File: src/rtl/program_loader.sv
// Boot-time program loader: takes a length-prefixed byte stream from the host,
// packs it into instruction words and writes them into instruction RAM while holding the cores halted.
module program_loader #(
  parameter int WIDTH      = 32,
  parameter int ADDR_WIDTH = 14
) (
  input  logic                  clk,
  input  logic                  rst_n,
  input  logic                  start,
  input  logic [7:0]            in_data,
  input  logic                  in_valid,
  output logic                  in_ready,
  output logic [ADDR_WIDTH-1:0] mem_address,
  output logic [WIDTH-1:0]      mem_data,
  output logic                  mem_wren,
  output logic                  cores_halt,
  output logic                  done,
  output logic                  error,
  output logic [ADDR_WIDTH:0]   words_loaded
);

  localparam int BYTES = WIDTH / 8;
  localparam int IW    = (BYTES > 1) ? $clog2(BYTES) : 1;
  localparam logic [16:0] MAX_WORDS = 17'd1 << ADDR_WIDTH;

  typedef enum logic [2:0] {IDLE, LEN0, LEN1, DATA, WRITE, DONE, ERROR} state_t;

  state_t           state;
  logic [7:0]       len_lo;
  logic [15:0]      n_words;
  logic [IW-1:0]    byte_idx;
  logic [WIDTH-1:0] word_buf;
  logic [WIDTH-1:0] word_nxt;
  logic [16:0]      len_ext;
  logic [16:0]      wl_inc;

  assign in_ready = (state == LEN0) || (state == LEN1) || (state == DATA);
  assign len_ext  = {1'b0, in_data, len_lo};
  assign wl_inc   = 17'(words_loaded) + 17'd1;

  // Word with the incoming byte merged in, so the last byte can be written straight out.
  always_comb begin
    word_nxt = word_buf;
    word_nxt[{byte_idx, 3'b000} +: 8] = in_data;
  end

  always_ff @(posedge clk or negedge rst_n) begin
    if (!rst_n) begin
      state        <= IDLE;
      len_lo       <= '0;
      n_words      <= '0;
      byte_idx     <= '0;
      word_buf     <= '0;
      mem_address  <= '0;
      mem_data     <= '0;
      mem_wren     <= 1'b0;
      cores_halt   <= 1'b1;
      done         <= 1'b0;
      error        <= 1'b0;
      words_loaded <= '0;
    end else begin
      mem_wren <= 1'b0;
      case (state)
        IDLE, DONE, ERROR: begin
          if (start) begin
            state        <= LEN0;
            words_loaded <= '0;
            byte_idx     <= '0;
            done         <= 1'b0;
            error        <= 1'b0;
            cores_halt   <= 1'b1;
          end
        end
        LEN0: begin
          if (in_valid) begin
            len_lo <= in_data;
            state  <= LEN1;
          end
        end
        LEN1: begin
          if (in_valid) begin
            n_words <= {in_data, len_lo};
            // A full-depth load is legal; anything larger would wrap the address.
            if (len_ext == 17'd0 || len_ext > MAX_WORDS) begin
              state <= ERROR;
              error <= 1'b1;
            end else begin
              state <= DATA;
            end
          end
        end
        DATA: begin
          if (in_valid) begin
            word_buf <= word_nxt;
            if (byte_idx == IW'(BYTES - 1)) begin
              byte_idx    <= '0;
              mem_wren    <= 1'b1;
              mem_address <= words_loaded[ADDR_WIDTH-1:0];
              mem_data    <= word_nxt;
              state       <= WRITE;
            end else begin
              byte_idx <= byte_idx + 1'b1;
            end
          end
        end
        WRITE: begin
          words_loaded <= words_loaded + 1'b1;
          if (wl_inc < {1'b0, n_words}) begin
            state <= DATA;
          end else begin
            state      <= DONE;
            done       <= 1'b1;
            cores_halt <= 1'b0;
          end
        end
        default: state <= IDLE;
      endcase
    end
  end

endmodule
File: config.mk
export PLATFORM = sky130hd
export DESIGN_NAME = program_loader
export DESIGN_NICKNAME = d
export VERILOG_FILES = /design/src/rtl/program_loader.sv
export SDC_FILE = /design/constraint.sdc
export NUM_CORES = 1
export LEC_CHECK = 0
export CAP_MARGIN = 10
export CORE_MARGIN = 2
export CORE_UTILIZATION = 55
export DETAILED_ROUTE_END_ITERATION = 10
export DONT_BUFFER_PORTS = 1
export PLACE_DENSITY = 0.75
export SETUP_SLACK_MARGIN = 0.05
export SLEW_MARGIN = 0
export SYNTH_ARGS = -nofsm -noshare
export SYNTH_HDL_FRONTEND = slang
export SYNTH_SLANG_ARGS = --single-unit
export TNS_END_PERCENT = 5
File: constraint.sdc
create_clock -name clk -period 3.68 [get_ports clk]
set_input_delay 1.104 -clock clk [delete_from_list [all_inputs] [get_ports clk]]
set_output_delay 1.104 -clock clk [all_outputs]
set_load 0.005 [all_outputs]
Yosys cells after proc, flatten, opt, wreduce, memory -nomap -nowiden
Index checks and enable logic that the tools add are counted.
Storage, ports and cells
  bits in registers: 126
  latch bits: 0
  memory bits (writable): 0
  bits in read-only memories: 0
  input bits: 12
  output and inout port bits: 66
  logic and storage cells: 79
  memories: 0
Operators by class
  add/subtract/negate cells: 4
  multipliers: 0
  divide/modulo/power cells: 0
  order comparisons: 2
  equality and inequality tests: 14
  shift-type cells: 2
  multiplexer cells: 27
  bitwise gates (word level): 0
  reductions and logical operators: 18
Operators by type and width (count)
  32-bit bitwise mux: 1
  8-bit by 7-bit variable shift with 32-bit output, first input constant: 1
  8-bit by 7-bit indexed part select with 32-bit output: 1
  15-bit one-hot mux with 2 select lines: 1
  3-bit 2-to-1 mux: 7
  17-bit logical NOT: 1
  15-bit by 1-bit adder with 16-bit output, second input constant: 1
  16-bit by 15-bit greater-than comparator with 1-bit output, second input constant: 1
  16-bit less-than comparator: 1
  15-bit by 1-bit adder with 15-bit output, second input constant: 1
  15-bit 2-to-1 mux: 1
  3-bit one-hot mux with 5 select lines: 1
  2-bit != test, second input constant: 5
  3-bit equality test, second input constant: 3
  1-bit 2-to-1 mux: 9
  3-bit AND reduction: 3
  2-bit AND reduction: 4
  5-bit negation with 7-bit output: 1
  3-bit by 2-bit equality test with 1-bit output, second input constant: 2
  2-bit 2-to-1 mux: 3
  1-bit one-hot mux with 2 select lines: 3
  2-bit nonzero test: 3
  5-bit AND reduction: 1
  2-bit by 1-bit != test with 1-bit output, second input constant: 2
  8 further kinds: 10

Longest topological paths before layout
  depth in word-level cells: 5
  depth in mapped cells: 12
  mapped depth without buffers: 11

Worst setup path after synthesis
Ideal clock, no wire load.
  path type: reg2reg
  from: reg words_loaded[2]
  to: reg state[2]
  library setup time: 0.082 ns
  data arrival time: 2.549 ns
  required time: 3.598 ns
  setup slack: 1.049 ns
  cell stages (with the launch flop): 12
  buffers on the path: 0
  clock period less this slack: 2.631 ns
  cell sequence: dfrtp_1 > nand3_2 > nor4_4 > and2_4 > nand2_2 > xnor2_1 > ha_1 > nand4_1 > nor4_1 > a31oi_1 > a31o_2 > a31oi_1
On the way
  word-level cells in the longest chain between the ends: 4
Ends and longest elaborated chain
  from (decl): line 19  | output logic [ADDR_WIDTH:0] words_loaded
  from (signal assigned): line 107  | words_loaded <= words_loaded + 1'b1;
  15-bit by 1-bit adder with 16-bit output: line 39  | assign wl_inc = 17'(words_loaded) + 17'd1;
  16-bit less-than comparator: line 108  | if (wl_inc < {1'b0, n_words}) begin
  3-bit 2-to-1 mux: line 108
  3-bit one-hot mux with 5 select lines: line 63  | case (state)
  to (signal assigned): line 66  | state <= LEN0;
  to (signal assigned): line 109  | state <= DATA;
  to (signal assigned): line 111  | state <= DONE;
  to (decl): line 28  | state_t state;
Every way passes these cells.
A chain may end at the register's enable or synchronous reset.

Final worst setup path
  from: reg words_loaded[0]
  to: reg state[2]
Same word-level chain as after synthesis.

==> impl_metrics.csv <==
group,metric,value,unit
run_status,status,"finished clean",
logic_synthesis,synth_largest_area_cell,"dfrtp_1",
global_routing,grt.met1_usage,31.41,%
global_routing,grt_use_total,24.49,%
floorplanning,chipHeight,108.5,µm
logic_synthesis,synth_top_family_by_area,"compound AO/OA/AOI/OAI gates",
clocking,cts_buffers,17,
logic_synthesis,synth_compound_area_share,17.89,%
logic_synthesis,synth_most_common_cell,"dfrtp_1",
global_routing,grt_start_max_net_pins,127,
logic_synthesis,synth.top_cells.by_area,"dfrtp_1 (52%), nand2_1 (5.1%), a22o_1 (5.1%)",
logic_synthesis,synthMuxAreaShare,3.919,%
critical_path,r2r_setup_slack,510,ps
sta,skew,10.50,ps
placed_design,gp_congestion,0.8836,
power,p_int,3.267,mW
placed_design,dpl.hpwl,8966,µm
sta,fin_setup_tns,0,ps
critical_path,required,4110,ps
clocking,cts_resized,0,
floorplanning,dieArea,11760,µm²
power,leakage,3.086,nW
critical_path,setup.worst_path.start_class,"register",
layout,fin_nets,612,
clocking,clkTransAtPathRegs,60,ps
critical_path,crit_end,"state[2]",
clocking,cts_tree,"yes",
sta,rsz0062_at_grt,"no",
critical_path,cpPeakStageDelay,520,ps
floorplanning,io_pins,78,
global_routing,grt_pass1_vias,4441,
power,powerDensity,702.5,nW/µm²
routing,dr.first_iter.drc_count,469,
global_routing,met3_usage,7.354,%
sta,hold_viol,0,
power,p_sw,1.421,mW
critical_path,crit_chain,"ha_1, nand2_1, nor3_1, nand2_1, xnor2_1, ha_1, nand4_1, nor4_1, a31oi_1, a31o_2, a31oi_1",
sta,holdWs,279.0,ps
critical_path,end_kind,"register",
logic_synthesis,ys.flop_type,"dfrtp_1",
routing,postRouteAntennaNets,0,
clocking,cts_hold_buf,0,
critical_path,crit_slowest_cell,"dfrtp_1",
sta,period_share,86.06,%
routing,detail_route.wl_per_cell,18.58,µm
logic_synthesis,yosys.area_share.simple,14.82,%
logic_synthesis,syn_inst,592,
placed_design,portBuffers,0,
floorplanning,coreArea,10750,µm²
clocking,post-cts-setup-buffers,0,
power,seqPwrFrac,39.8,%
routing,drcViolationCount,0,
critical_path,path_max_fanout,8,
logic_synthesis,synthTopCellsByCount,"dfrtp_1 (125), nand2_1 (82), o21ai_0 (52)",
hold_path,hold_path_class,"primary input to asynchronous set/reset pin",
power,switching_share,30.31,%
clocking,clkLatencyLatePin,520,ps
power,vdd_drop_max,0.0003065,V
routing,wirelength,13570,µm
power,totalPowerFinal,4.688,mW
logic_synthesis,synthArstFlopShare,100.0,%
critical_path,critPathKind,"register to register",
critical_path,r2r_start,"words_loaded[0]",
routing,viasPerCell,5.905,
logic_synthesis,syn-cell-area,6002,µm²
critical_path,worstReg2RegEnd,"state[2]",
logic_synthesis,syn_avg_cell_area,10.14,µm²
global_routing,top_usage_layer,"met2",
clocking,cts.sinks,126,
floorplanning,rows,38,
logic_synthesis,synth_adder_area_share,4.586,%
logic_synthesis,ys_warn_count,0,
sta,relSlewSlack,22.24,%
floorplanning,die_w,108.5,µm
global_routing,grt_pass1_wl,22190,µm
logic_synthesis,synth_edf_count,0,
critical_path,reg2reg_depth,11,
layout,fillers,869,
global_routing,grt-ovfl-total,0,
power,pwr-share-clk,37.7,%
logic_synthesis,ys_ff_latch,126,
routing,drtPass1Iterations,4,
logic_synthesis,syn_nets,626,
run,cap_violations,0,
layout,area_growth,11.17,%
logic_synthesis,yosys.cell_types.count,53,
logic_synthesis,ys_seq_area_share,52.55,%
logic_synthesis,synth_xor_area_share,2.043,%
sta,max_freq,315.8,MHz
sta,setup_violations,0,
global_routing,grtUsageMet2,39.15,%
layout,drive_above_1_share,10.51,%
clocking,ctsLongestPathBuffers,2,
critical_path,crit_start,"words_loaded[0]",
power,power_frac_comb,22.6,%
logic_synthesis,synth_top_area_share,52.12,%
sta,tightestPinTransition,1162,ps
floorplanning,start_util,55.86,%
clocking,cts.htree.levels,4,
sta,drv_slew,0,
layout,antennaDiodeCount,0,
clocking,cts_root_buf,"clkbuf_8",
routing,vias,4311,
critical_path,worstPathArrival,3600,ps
global_routing,antenna_found_initial,0,
sta,fin_crit,3167,ps
flip-flops by register name, summed over array words and instances (netlist names):
signal        cells
mem_address      14
byte_idx          2
error             1
mem_wren          1
state             3
done              1
len_lo            8
mem_data         32
word_buf         32
cores_halt        1
n_words          16
words_loaded     15
layout make-up:
type                            instances  area, µm²  share of cell area [%]
Tap cell                              140      175.2                   2.625
Timing Repair Buffer                    4      30.03                  0.4500
Multi-Input combinational cell        405       2599                   38.95
Clock buffer                           19      431.7                   6.469
Sequential cell                       126       3154                   47.27
Inverter                               24      90.09                   1.350
Clock inverter                         12      192.7                   2.888
per-layer routing:
metal / part of all wire (%) / vias to the layer above
li1: - / 2034
met5: 0 / -
met1: 42 / 2133
met2: 49 / 125
met4: 1.4 / 0
met3: 7.5 / 19
per-stage QoR:
stage                     instance area [µm²]  worst slack [ps]  util, %  std cells
after floorplan                          6002              1049        -        592
after global placement                   6048             792.6    56.29        699
after detailed placement                 6048             614.0    56.29        699
after CTS                                6673             580.6    62.10        730
after global routing                     6673             324.8    62.10        730
final                                    6673             513.0    62.10        730
worst max-delay path, delay by kind of cell, from the launching register on:
family                   cells  cell delay, ps
flip-flops                   1             520
AO/OA/AOI/OAI                3             680
adder cells (fa/ha/maj)      2             580
AND/OR/NAND/NOR              5            1120
XOR/XNOR                     1             180
how the worst min path moves through the flow:
stage | startpoint | endpoint
3_3_place_gp | word_buf[24] | word_buf[24]
4_1_cts | rst_n | n_words[2]
2_1_floorplan | word_buf[24] | word_buf[24]
3_5_place_dp | word_buf[19] | word_buf[19]
6_report | rst_n | n_words[4]
5_1_grt | rst_n | mem_address[11]
layout by cell type, fill, tap and decap left out, drive strengths merged, types with 6 or more instances in the layout:
| master | n |
|---|---|
| dfrtp | 125 |
| nand2 | 83 |
| o21ai | 74 |
| a21oi | 43 |
| a22o | 35 |
| nor2b | 32 |
| inv | 24 |
| ha | 22 |
| mux2 | 20 |
| clkbuf | 19 |
| nor2 | 14 |
| xnor2 | 9 |
| nand3 | 9 |
| and2 | 6 |
| nor4 | 6 |
| nor3 | 6 |
power groups by stage:
stage	Sequential (mW)	Combinational, mW	Clock (mW)
6_report	1.87	1.06	1.76
5_1_grt	1.89	1.20	1.86
4_1_cts	1.86	1.06	1.79
3_5_place_dp	1.88	1.05	0
3_3_place_gp	1.86	1.01	0
2_1_floorplan	1.79	0.897	0
cell families after synthesis:
logic type | Yosys count
xor+xnor | 14
buf+inv | 61
mux | 21
compound gates | 174
flops | 126
fa+ha+maj | 22
simple gates | 174
Power figures use the tool's default switching activity.
